==> src/rtl/injector_bank_pnh.sv <==
// N-channel peak-and-hold injector driver: staggered hold-chop strobes, one FSM per channel,
// peak-timeout fault latch and fixed-length fast-decay turn-off.
module injector_bank_pnh #(
  parameter int N_CH              = 4,
  parameter int PERIOD_CYCLES     = 1000,
  parameter int PEAK_TIMEOUT      = 4000,
  parameter int FAST_DECAY_CYCLES = 50
) (
  input  logic            i_clk,
  input  logic            i_rst_n,
  input  logic [N_CH-1:0] i_enable,
  input  logic [N_CH-1:0] i_peak,
  input  logic [N_CH-1:0] i_hold,
  input  logic [N_CH-1:0] i_fault_clr,
  output logic [N_CH-1:0] o_drive,
  output logic [N_CH-1:0] o_flyback,
  output logic [N_CH-1:0] o_fault,
  output logic [N_CH-1:0] o_busy
);

  localparam int CNT_W   = (PERIOD_CYCLES > 1) ? $clog2(PERIOD_CYCLES) : 1;
  localparam int TMR_MAX = (PEAK_TIMEOUT > FAST_DECAY_CYCLES) ? PEAK_TIMEOUT : FAST_DECAY_CYCLES;
  localparam int TMR_W   = (TMR_MAX > 1) ? $clog2(TMR_MAX) : 1;

  localparam logic [CNT_W-1:0] CNT_LAST   = CNT_W'(PERIOD_CYCLES - 1);
  localparam logic [TMR_W-1:0] PEAK_LAST  = TMR_W'(PEAK_TIMEOUT - 1);
  localparam logic [TMR_W-1:0] DECAY_LAST = TMR_W'(FAST_DECAY_CYCLES - 1);

  localparam logic [2:0] S_IDLE     = 3'd0;
  localparam logic [2:0] S_PEAK     = 3'd1;
  localparam logic [2:0] S_HOLD_OFF = 3'd2;
  localparam logic [2:0] S_HOLD_ON  = 3'd3;
  localparam logic [2:0] S_DECAY    = 3'd4;
  localparam logic [2:0] S_FAULT    = 3'd5;

  logic [CNT_W-1:0] m_cnt;

  // NOTE: registers use non-blocking assignments so every flop samples pre-edge values.
  always_ff @(posedge i_clk or negedge i_rst_n) begin
    if (!i_rst_n) begin
      m_cnt <= '0;
    end else if (m_cnt == CNT_LAST) begin
      m_cnt <= '0;
    end else begin
      m_cnt <= m_cnt + CNT_W'(1);
    end
  end

  for (genvar k = 0; k < N_CH; k++) begin : g_ch
    // Channel k's chop slot sits k/N_CH of the way through the period.
    localparam logic [CNT_W-1:0] OFFSET = CNT_W'((k * PERIOD_CYCLES) / N_CH);

    logic             strobe;
    logic [2:0]       state;
    logic [2:0]       state_nx;
    logic [TMR_W-1:0] timer;
    logic [TMR_W-1:0] timer_nx;
    logic             drive_q;
    logic             fly_q;
    logic             fault_q;
    logic             busy_q;

    assign strobe = (m_cnt == OFFSET);

    // NOTE: every combinational output gets a default first, so no path can infer a latch.
    always_comb begin
      state_nx = state;
      case (state)
        S_IDLE: begin
          if (i_enable[k]) state_nx = S_PEAK;
        end
        S_PEAK: begin
          if (!i_enable[k])                          state_nx = S_DECAY;
          else if (timer == PEAK_LAST && !i_peak[k]) state_nx = S_FAULT;
          else if (i_peak[k])                        state_nx = S_HOLD_OFF;
        end
        S_HOLD_OFF: begin
          if (!i_enable[k])            state_nx = S_DECAY;
          else if (strobe && !i_hold[k]) state_nx = S_HOLD_ON;
        end
        S_HOLD_ON: begin
          if (!i_enable[k])  state_nx = S_DECAY;
          else if (i_hold[k]) state_nx = S_HOLD_OFF;
        end
        S_DECAY: begin
          if (timer == DECAY_LAST) state_nx = S_IDLE;
        end
        S_FAULT: begin
          if (i_fault_clr[k] && !i_enable[k]) state_nx = S_IDLE;
        end
        default: state_nx = S_IDLE;
      endcase
    end

    // One timer serves both PEAK and DECAY; it restarts from 0 on every state change.
    always_comb begin
      timer_nx = '0;
      if (state_nx == state && (state == S_PEAK || state == S_DECAY)) begin
        timer_nx = timer + TMR_W'(1);
      end
    end

    always_ff @(posedge i_clk or negedge i_rst_n) begin
      if (!i_rst_n) begin
        state   <= S_IDLE;
        timer   <= '0;
        drive_q <= 1'b0;
        fly_q   <= 1'b0;
        fault_q <= 1'b0;
        busy_q  <= 1'b0;
      end else begin
        state   <= state_nx;
        timer   <= timer_nx;
        drive_q <= (state_nx == S_PEAK) || (state_nx == S_HOLD_ON);
        fly_q   <= (state_nx == S_HOLD_OFF) || (state_nx == S_HOLD_ON);
        fault_q <= (state_nx == S_FAULT);
        busy_q  <= (state_nx == S_PEAK) || (state_nx == S_HOLD_OFF) ||
                   (state_nx == S_HOLD_ON) || (state_nx == S_DECAY);
      end
    end

    assign o_drive[k]   = drive_q;
    assign o_flyback[k] = fly_q;
    assign o_fault[k]   = fault_q;
    assign o_busy[k]    = busy_q;
  end

endmodule
==> config.mk <==
export PLATFORM = sky130hd
export DESIGN_NAME = injector_bank_pnh
export DESIGN_NICKNAME = d
export VERILOG_FILES = /design/src/rtl/injector_bank_pnh.sv
export SDC_FILE = /design/constraint.sdc
export NUM_CORES = 1
export LEC_CHECK = 0
export ABC_AREA = 1
export CAP_MARGIN = 10
export CORE_UTILIZATION = 40
export DETAILED_ROUTE_END_ITERATION = 12
export HOLD_SLACK_MARGIN = 0.15
export PLACE_DENSITY_LB_ADDON = 0.15
export REMOVE_ABC_BUFFERS = 1
export SYNTH_ARGS = -nofsm -noshare
export SYNTH_HDL_FRONTEND = slang
export SYNTH_SLANG_ARGS = --single-unit
==> constraint.sdc <==
create_clock -name i_clk -period 2.2 [get_ports i_clk]
set_input_delay 0.44 -clock i_clk [delete_from_list [all_inputs] [get_ports i_clk]]
set_output_delay 0.44 -clock i_clk [all_outputs]
set_load 0.1 [all_outputs]
==> results of run 1 <==
-- power by group through the flow --
| stage | clock [mW] | sequential (mW) | combinational (mW) |
|---|---|---|---|
| floorplan | 0 | 2.81 | 1.21 |
| global placement | 0 | 2.05 | 2.65 |
| detailed placement | 0 | 2.05 | 2.66 |
| CTS | 1.60 | 2.02 | 2.67 |
| global route | 1.69 | 2.06 | 2.86 |
| finish | 1.54 | 2.02 | 2.63 |
-- per-layer routing --
layer | track usage (%) | share of wire (%)
met5 | 0 | 0
met4 | 7.37 | 1.7
met3 | 4.34 | 4.1
met2 | 25.0 | 43
met1 | 21.4 | 51
-- state kept, by name, summed over array words and instances (netlist names) --
signal / cells
g_ch.timer: 48
g_ch.state: 12
m_cnt: 10
g_ch.busy_q: 4
g_ch.drive_q: 4
g_ch.fault_q: 4
g_ch.fly_q: 4
-- repair_timing --
| item | 4_1_cts | 5_1_grt |
|---|---|---|
| buffers inserted | 0 | 0 |
| endpoints found under the hold margin | 1 | 0 |
| hold buffers | 1 | 0 |
-- worst max path at each step --
| stage | from | endpoint | slack [ns] | cells past startpoint |
|---|---|---|---|---|
| after floorplan | g_ch[1].timer[0]$_DFF_PN0_ | g_ch[1].timer[0]$_DFF_PN0_ | 0.62 | 9 |
| after global placement | i_enable[3] | g_ch[3].timer[11]$_DFF_PN0_ | 0.20 | 11 |
| after detailed placement | i_enable[3] | g_ch[3].timer[0]$_DFF_PN0_ | 0.17 | 11 |
| after CTS | g_ch[3].timer[0]$_DFF_PN0_ | g_ch[3].timer[0]$_DFF_PN0_ | 0.46 | 11 |
| after global routing | g_ch[3].timer[0]$_DFF_PN0_ | g_ch[3].timer[11]$_DFF_PN0_ | 0.26 | 11 |
| final | g_ch[3].timer[0]$_DFF_PN0_ | g_ch[3].timer[0]$_DFF_PN0_ | 0.47 | 11 |
-- layout make-up --
cell class                 count  area, um2  area share, %
inverter                     102        383           6.81
clock inverter                 3       42.5          0.756
timing repair buffer          39        360           6.41
sequential                    86       2150           38.3
tap                          147        184           3.27
clock buffer                  13        260           4.63
multi-input combinational    421       2240           39.9
-- cell usage in the layout (no fill, tap or decap), types with 2 or more instances in the layout --
cell,count
nand2_1,132
dfrtp_1,86
inv_1,80
nor2_1,78
nor2_2,44
nand3_1,41
inv_2,22
xor2_1,22
buf_4,20
clkdlybuf4s50_1,16
a21oi_1,15
nor3_1,11
ha_1,11
o21ai_0,10
clkbuf_16,9
nand2_2,8
nand4_1,8
xnor2_1,8
nand3_2,4
nor3_2,3
nor2_4,3
a21boi_0,3
o2111ai_1,2
nor4_1,2
o21ai_2,2
a21oi_4,2
a211oi_1,2
a31oi_1,2
o21bai_1,2
or2_2,2
clkbuf_1,2
clkbuf_8,2
buf_12,2
-- kinds of logic after synthesis --
family                     Yosys count  synth area share, %
xor gates and xnor gates            30                 5.32
DFF                                 86                 43.5
AOI/OAI and AO/OA                   42                 5.49
buffers and inverters              122                 11.1
and+or+nand+nor                    338                 31.8
adders and majority gates           11                 2.78
==> results.ini, run 1 <==
[outcome]
status = finished, final reports clean

[global_routing]
grt_max_degree = 87
overflow = 0
grt_pass1_vias = 3755
antenna_found_initial = 0
track_usage_pct = 16.3
grt_pass1_wl_um = 16600

[min_path]
whs_endpoint = g_ch[1].timer[0]$_DFF_PN0_
worstHoldStart = g_ch[1].timer[0]$_DFF_PN0_
whs_path_depth = 1
holdCritPathClass = reg2reg

[critical_path]
worstSetupPathType = reg2reg
worstPathMaxFanout = 12
slowest_delay_ns = 0.40
reg2reg_slack_ns = 0.47
reg2reg_depth = 11
cp.arrival_ns = 1.96
crit_top_cell = nand2_1
path_cells = ha_1 -> nand2_1 -> nor2_1 -> nand3_1 -> nand2_1 -> nand2_1 -> nand2_2 -> nand2_1 -> nand3_2 -> buf_4 -> nor2_1
end_kind = flip-flop
critPathLaunchType = flip-flop
cpLargestDelayFamily = simple AND/OR/NAND/NOR gates
required_ns = 2.43
r2r_start = g_ch[3].timer[0]$_DFF_PN0_
slowest_stage = dfrtp_1
reg2reg_to = g_ch[3].timer[0]$_DFF_PN0_
critPathBufInv = 1

[yosys]
yosysUniqueCellTypes = 33
ys_ff_latch = 86
synthTopCellsByArea = dfrtp_1 (44%), nand2_1 (10%), inv_1 (6.1%)
syn_inst = 629
synth_top_cell_by_area = dfrtp_1
yosysWarnings = 0
synth_edf_count = 0
synth_most_common_cell = nand2_1
ys_top_cells_by_count = nand2_1 (132), dfrtp_1 (86), inv_1 (80), nor2_1 (78), nor2_2 (44)
ys_async_sr_fraction_pct = 100
syn_area_um2 = 4940
ys_seq_area_share_pct = 43.5
synth_top_flop_cell = dfrtp_1
syn_avg_cell_area_um2 = 7.86
synth_top_area_share_pct = 43.5

[timing]
timing.fmax_mhz = 578
setup-violations-final = 0
setup_ws_ns = 0.471
rsz0062_at_grt = no
post-route-min-period_ns = 1.73
finalSetupTns_ns = 0
fin_hold_ws_ns = 0.489
relSlewSlack_pct = 68.6
fin_skew_ns = 0.00447
hold_viol = 0
worstMarginPinSlew_ns = 0.472
post-route-period-util_pct = 78.6
finalMaxSlewViolations = 0

[route]
vias = 3798
dr.pass1.iters = 4
drt_iter0_drc = 214
routed_via_density = 4.68
wl_per_cell_um = 11.2
drtAntennaViolNets = 0
drc = 0
finalWirelength_um = 9060

[clock_tree]
cts_tree = built
h-tree-depth = 3
root_buffer = clkbuf_16
cts_resized = 0
cts_buffer_depth = 2
numCtsBuffers = 9
clk_latency_ns = 0.34
clkTransAtPathRegs_ns = 0.06
cts.sinks = 86

[cells_and_area]
fin_cells = 811
postLayoutCoreUtil_pct = 46.8
layout-drive-gt1-share_pct = 19.3
synthToLayoutAreaGrowth_pct = 13.8
final_cell_area_um2 = 5620
n_fill_cell = 1167
antenna_cells = 0
nets = 688

[floorplanning]
coreArea_um2 = 12000
die_h_um = 113
dieWidth_um = 113
placementRows = 40
start_util_pct = 41.1
io_pins = 34
dieArea_um2 = 12800

[power]
p_int_mw = 3.48
p_clk_share_pct = 24.9
switching_power_mw = 2.72
p_per_area_nw_per_um2 = 1100
p_comb_share_pct = 42.4
seqPwrFrac_pct = 32.6
p_leak_nw = 2.67
swShare_pct = 43.9
power_mw = 6.20
ir_worst_vdd_mv = 0.942

[placed_design]
place_area_um2 = 5310
hpwl_um = 6530
port_buffers = 33
gp_congestion = 0.832
dp_cells = 794
pre_cts_slack_ns = 0.167

[job]
cap_viol_max_count = 0

Power figures use the tool's default switching activity.
==> run 2: changes to the inputs <==
==> constraint.sdc (replaced) <==
create_clock -name i_clk -period 1.6 [get_ports i_clk]
set_input_delay 0.32 -clock i_clk [delete_from_list [all_inputs] [get_ports i_clk]]
set_output_delay 0.32 -clock i_clk [all_outputs]
set_load 0.1 [all_outputs]
==> results.ini, run 2 (synthesized netlist as in run 1, its figures left out) <==
[outcome]
status = finished with violations
violations = setup timing

[power]
p_per_area_nw_per_um2 = 1590  ; +44%
p_leak_nw = 3.03  ; +14%
ir_worst_vdd_mv = 1.00  ; +6.2%

[route]
drtAntennaViolNets = 0  ; unchanged
wl_per_cell_um = 12.2  ; +9.6%
routed_via_density = 4.74  ; +1.2%
dr.pass1.iters = 5  ; +1
finalWirelength_um = 10600  ; +17%
drt_iter0_drc = 261  ; +22%
vias = 4088  ; +7.6%
drc = 0  ; unchanged

[cells_and_area]
largest_reg_flops = 48  ; unchanged
fin_cells = 863  ; +6.4%
final_common_cell = nand2_1
antenna_cells = 0  ; unchanged
nets = 740  ; +7.6%
synthToLayoutAreaGrowth_pct = 35.4
reg_top3 = g_ch.timer (48), g_ch.state (12), m_cnt (10)
n_fill_cell = 1080  ; -7.5%
mostFrequentLayoutCells = nand2_1 (119), dfrtp_1 (85), inv_1 (77)
layout-drive-gt1-share_pct = 33.1  ; +14 points
max_flop_register = g_ch.timer

[timing]
finalMaxSlewViolations = 0  ; unchanged
rsz0062_at_grt = yes
post-route-min-period_ns = 1.69  ; -0.0341 ns
post-route-period-util_pct = 106  ; +27 points
setup_ws_ns = -0.0945  ; -0.566 ns
relSlewSlack_pct = 73.9  ; +5.3 points
timing.fmax_mhz = 590  ; +2.0%
fin_skew_ns = 0.00591  ; +0.00144 ns
hold_viol = 0  ; unchanged
worstMarginPinSlew_ns = 0.388  ; -0.0838 ns
setup-violations-final = 36  ; +36

[critical_path]
required_ns = 1.88  ; -0.55 ns
reg2reg_depth = 11  ; unchanged
worstPathMaxFanout = 6  ; -6
end_kind = flip-flop
worstSetupPathType = reg2reg
reg2reg_to = g_ch[3].timer[9]$_DFF_PN0_
reg2reg_slack_ns = -0.09  ; -0.57 ns
cp.arrival_ns = 1.98  ; +0.02 ns
r2r_start = g_ch[3].timer[1]$_DFF_PN0_
critPathLaunchType = flip-flop

[clock_tree]
cts_buffer_depth = 2  ; unchanged
root_buffer = clkbuf_16
clk_latency_ns = 0.34  ; about the same
h-tree-depth = 3  ; unchanged
clkTransAtPathRegs_ns = 0.06  ; about the same
numCtsBuffers = 9  ; unchanged
cts.sinks = 86  ; unchanged
cts_tree = built

[floorplanning]
dieWidth_um = 113  ; unchanged
coreArea_um2 = 12000  ; unchanged
placementRows = 40  ; unchanged
io_pins = 34  ; unchanged
start_util_pct = 41.1  ; unchanged
dieArea_um2 = 12800  ; unchanged
die_h_um = 113  ; unchanged

[global_routing]
grt_max_degree = 41  ; -53%
antenna_found_initial = 0  ; unchanged
grt_pass1_vias = 3986  ; +6.2%
overflow = 0  ; unchanged
grt_pass1_wl_um = 17800  ; +7.5%
track_usage_pct = 17.3  ; +1.0 points

[placed_design]
dp_cells = 830  ; +4.5%
pre_cts_slack_ns = -0.233  ; -0.401 ns
hpwl_um = 7290  ; +12%
port_buffers = 33  ; unchanged
gp_congestion = 0.865  ; +4.0%

[job]
cap_viol_max_count = 0  ; unchanged

[min_path]
holdCritPathClass = in2async

-- run 2: worst max path at each step --
stage / start / end / slack, ns
final: g_ch[3].timer[1]$_DFF_PN0_ / g_ch[3].timer[9]$_DFF_PN0_ / -0.09
after global routing: g_ch[3].timer[0]$_DFF_PN0_ / g_ch[3].timer[9]$_DFF_PN0_ / -0.18
after CTS: g_ch[1].timer[1]$_DFF_PN0_ / g_ch[1].timer[5]$_DFF_PN0_ / -0.02
after detailed placement: i_enable[0] / g_ch[0].timer[11]$_DFF_PN0_ / -0.23
after global placement: i_peak[2] / g_ch[2].timer[0]$_DFF_PN0_ / -0.19
after floorplan: g_ch[1].timer[0]$_DFF_PN0_ / g_ch[1].timer[0]$_DFF_PN0_ / 0.02
-- run 2: layer usage --
metal | GRT usage (%) | wire (um) | vias to the layer above | part of all wire (%)
li1 | - | - | 2101 | -
met1 | 23.1 | 4980 | 1907 | 47
met2 | 27.4 | 5030 | 62 | 48
met3 | 3.00 | 297 | 18 | 2.8
met4 | 7.98 | 250 | 0 | 2.4
met5 | 0 | 0 | - | 0
-- run 2: critical path, cell delays in order (launching register included) --
cell       delay [ns]
dfrtp_1          0.42
inv_2            0.09
ha_4             0.13
nand2_2          0.04
nor2_2           0.11
nand3_2          0.10
a21oi_4          0.19
nand2_2          0.08
nand2_2          0.08
nand3_4          0.09
clkbuf_16        0.19
nor2_4           0.09
-- run 2: power breakdown --
part	switching, mW	total (mW)	leakage (nW)	internal [mW]
clock network	0.874	1.92	0.128	1.05
logic	3.44	5.83	1.75	2.39
registers	0.366	2.89	1.15	2.52
total	4.68	10.6	3.03	5.96
-- run 2: per-stage QoR --
step / hold WS, ns / utilization (%) / power, mW / instance area [um2] / setup TNS, ns
after floorplan: 0.0244 / - / 5.53 / 4780 / 0
after CTS: 0.379 / 51.8 / 9.75 / 6230 / -0.0879
final: 0.383 / 55.7 / 10.6 / 6690 / -1.88
after detailed placement: 0.203 / 48.6 / 7.56 / 5830 / -9.94
after global placement: 0.199 / 48.6 / 7.51 / 5830 / -8.55
after global routing: 0.398 / 55.7 / 11.2 / 6690 / -6.68
-- run 2: area by class of cell --
| cell class | instances | area (um2) | area share (%) |
|---|---|---|---|
| inverter | 102 | 383 | 5.72 |
| multi-input combinational | 421 | 2650 | 39.6 |
| clock inverter | 6 | 38.8 | 0.580 |
| sequential | 86 | 2150 | 32.2 |
| tap | 147 | 184 | 2.75 |
| clock buffer | 10 | 229 | 3.42 |
| timing repair buffer | 91 | 1050 | 15.7 |
-- run 2: timing repair --
action                     in CTS  in global routing
setup endpoints to repair      42                 57
resized for setup              20                 87
cloned                          0                  2
buffers inserted                5                  9
hold endpoints to repair       64                  0
hold buffers                    1                  0
pin swaps                       4                 35
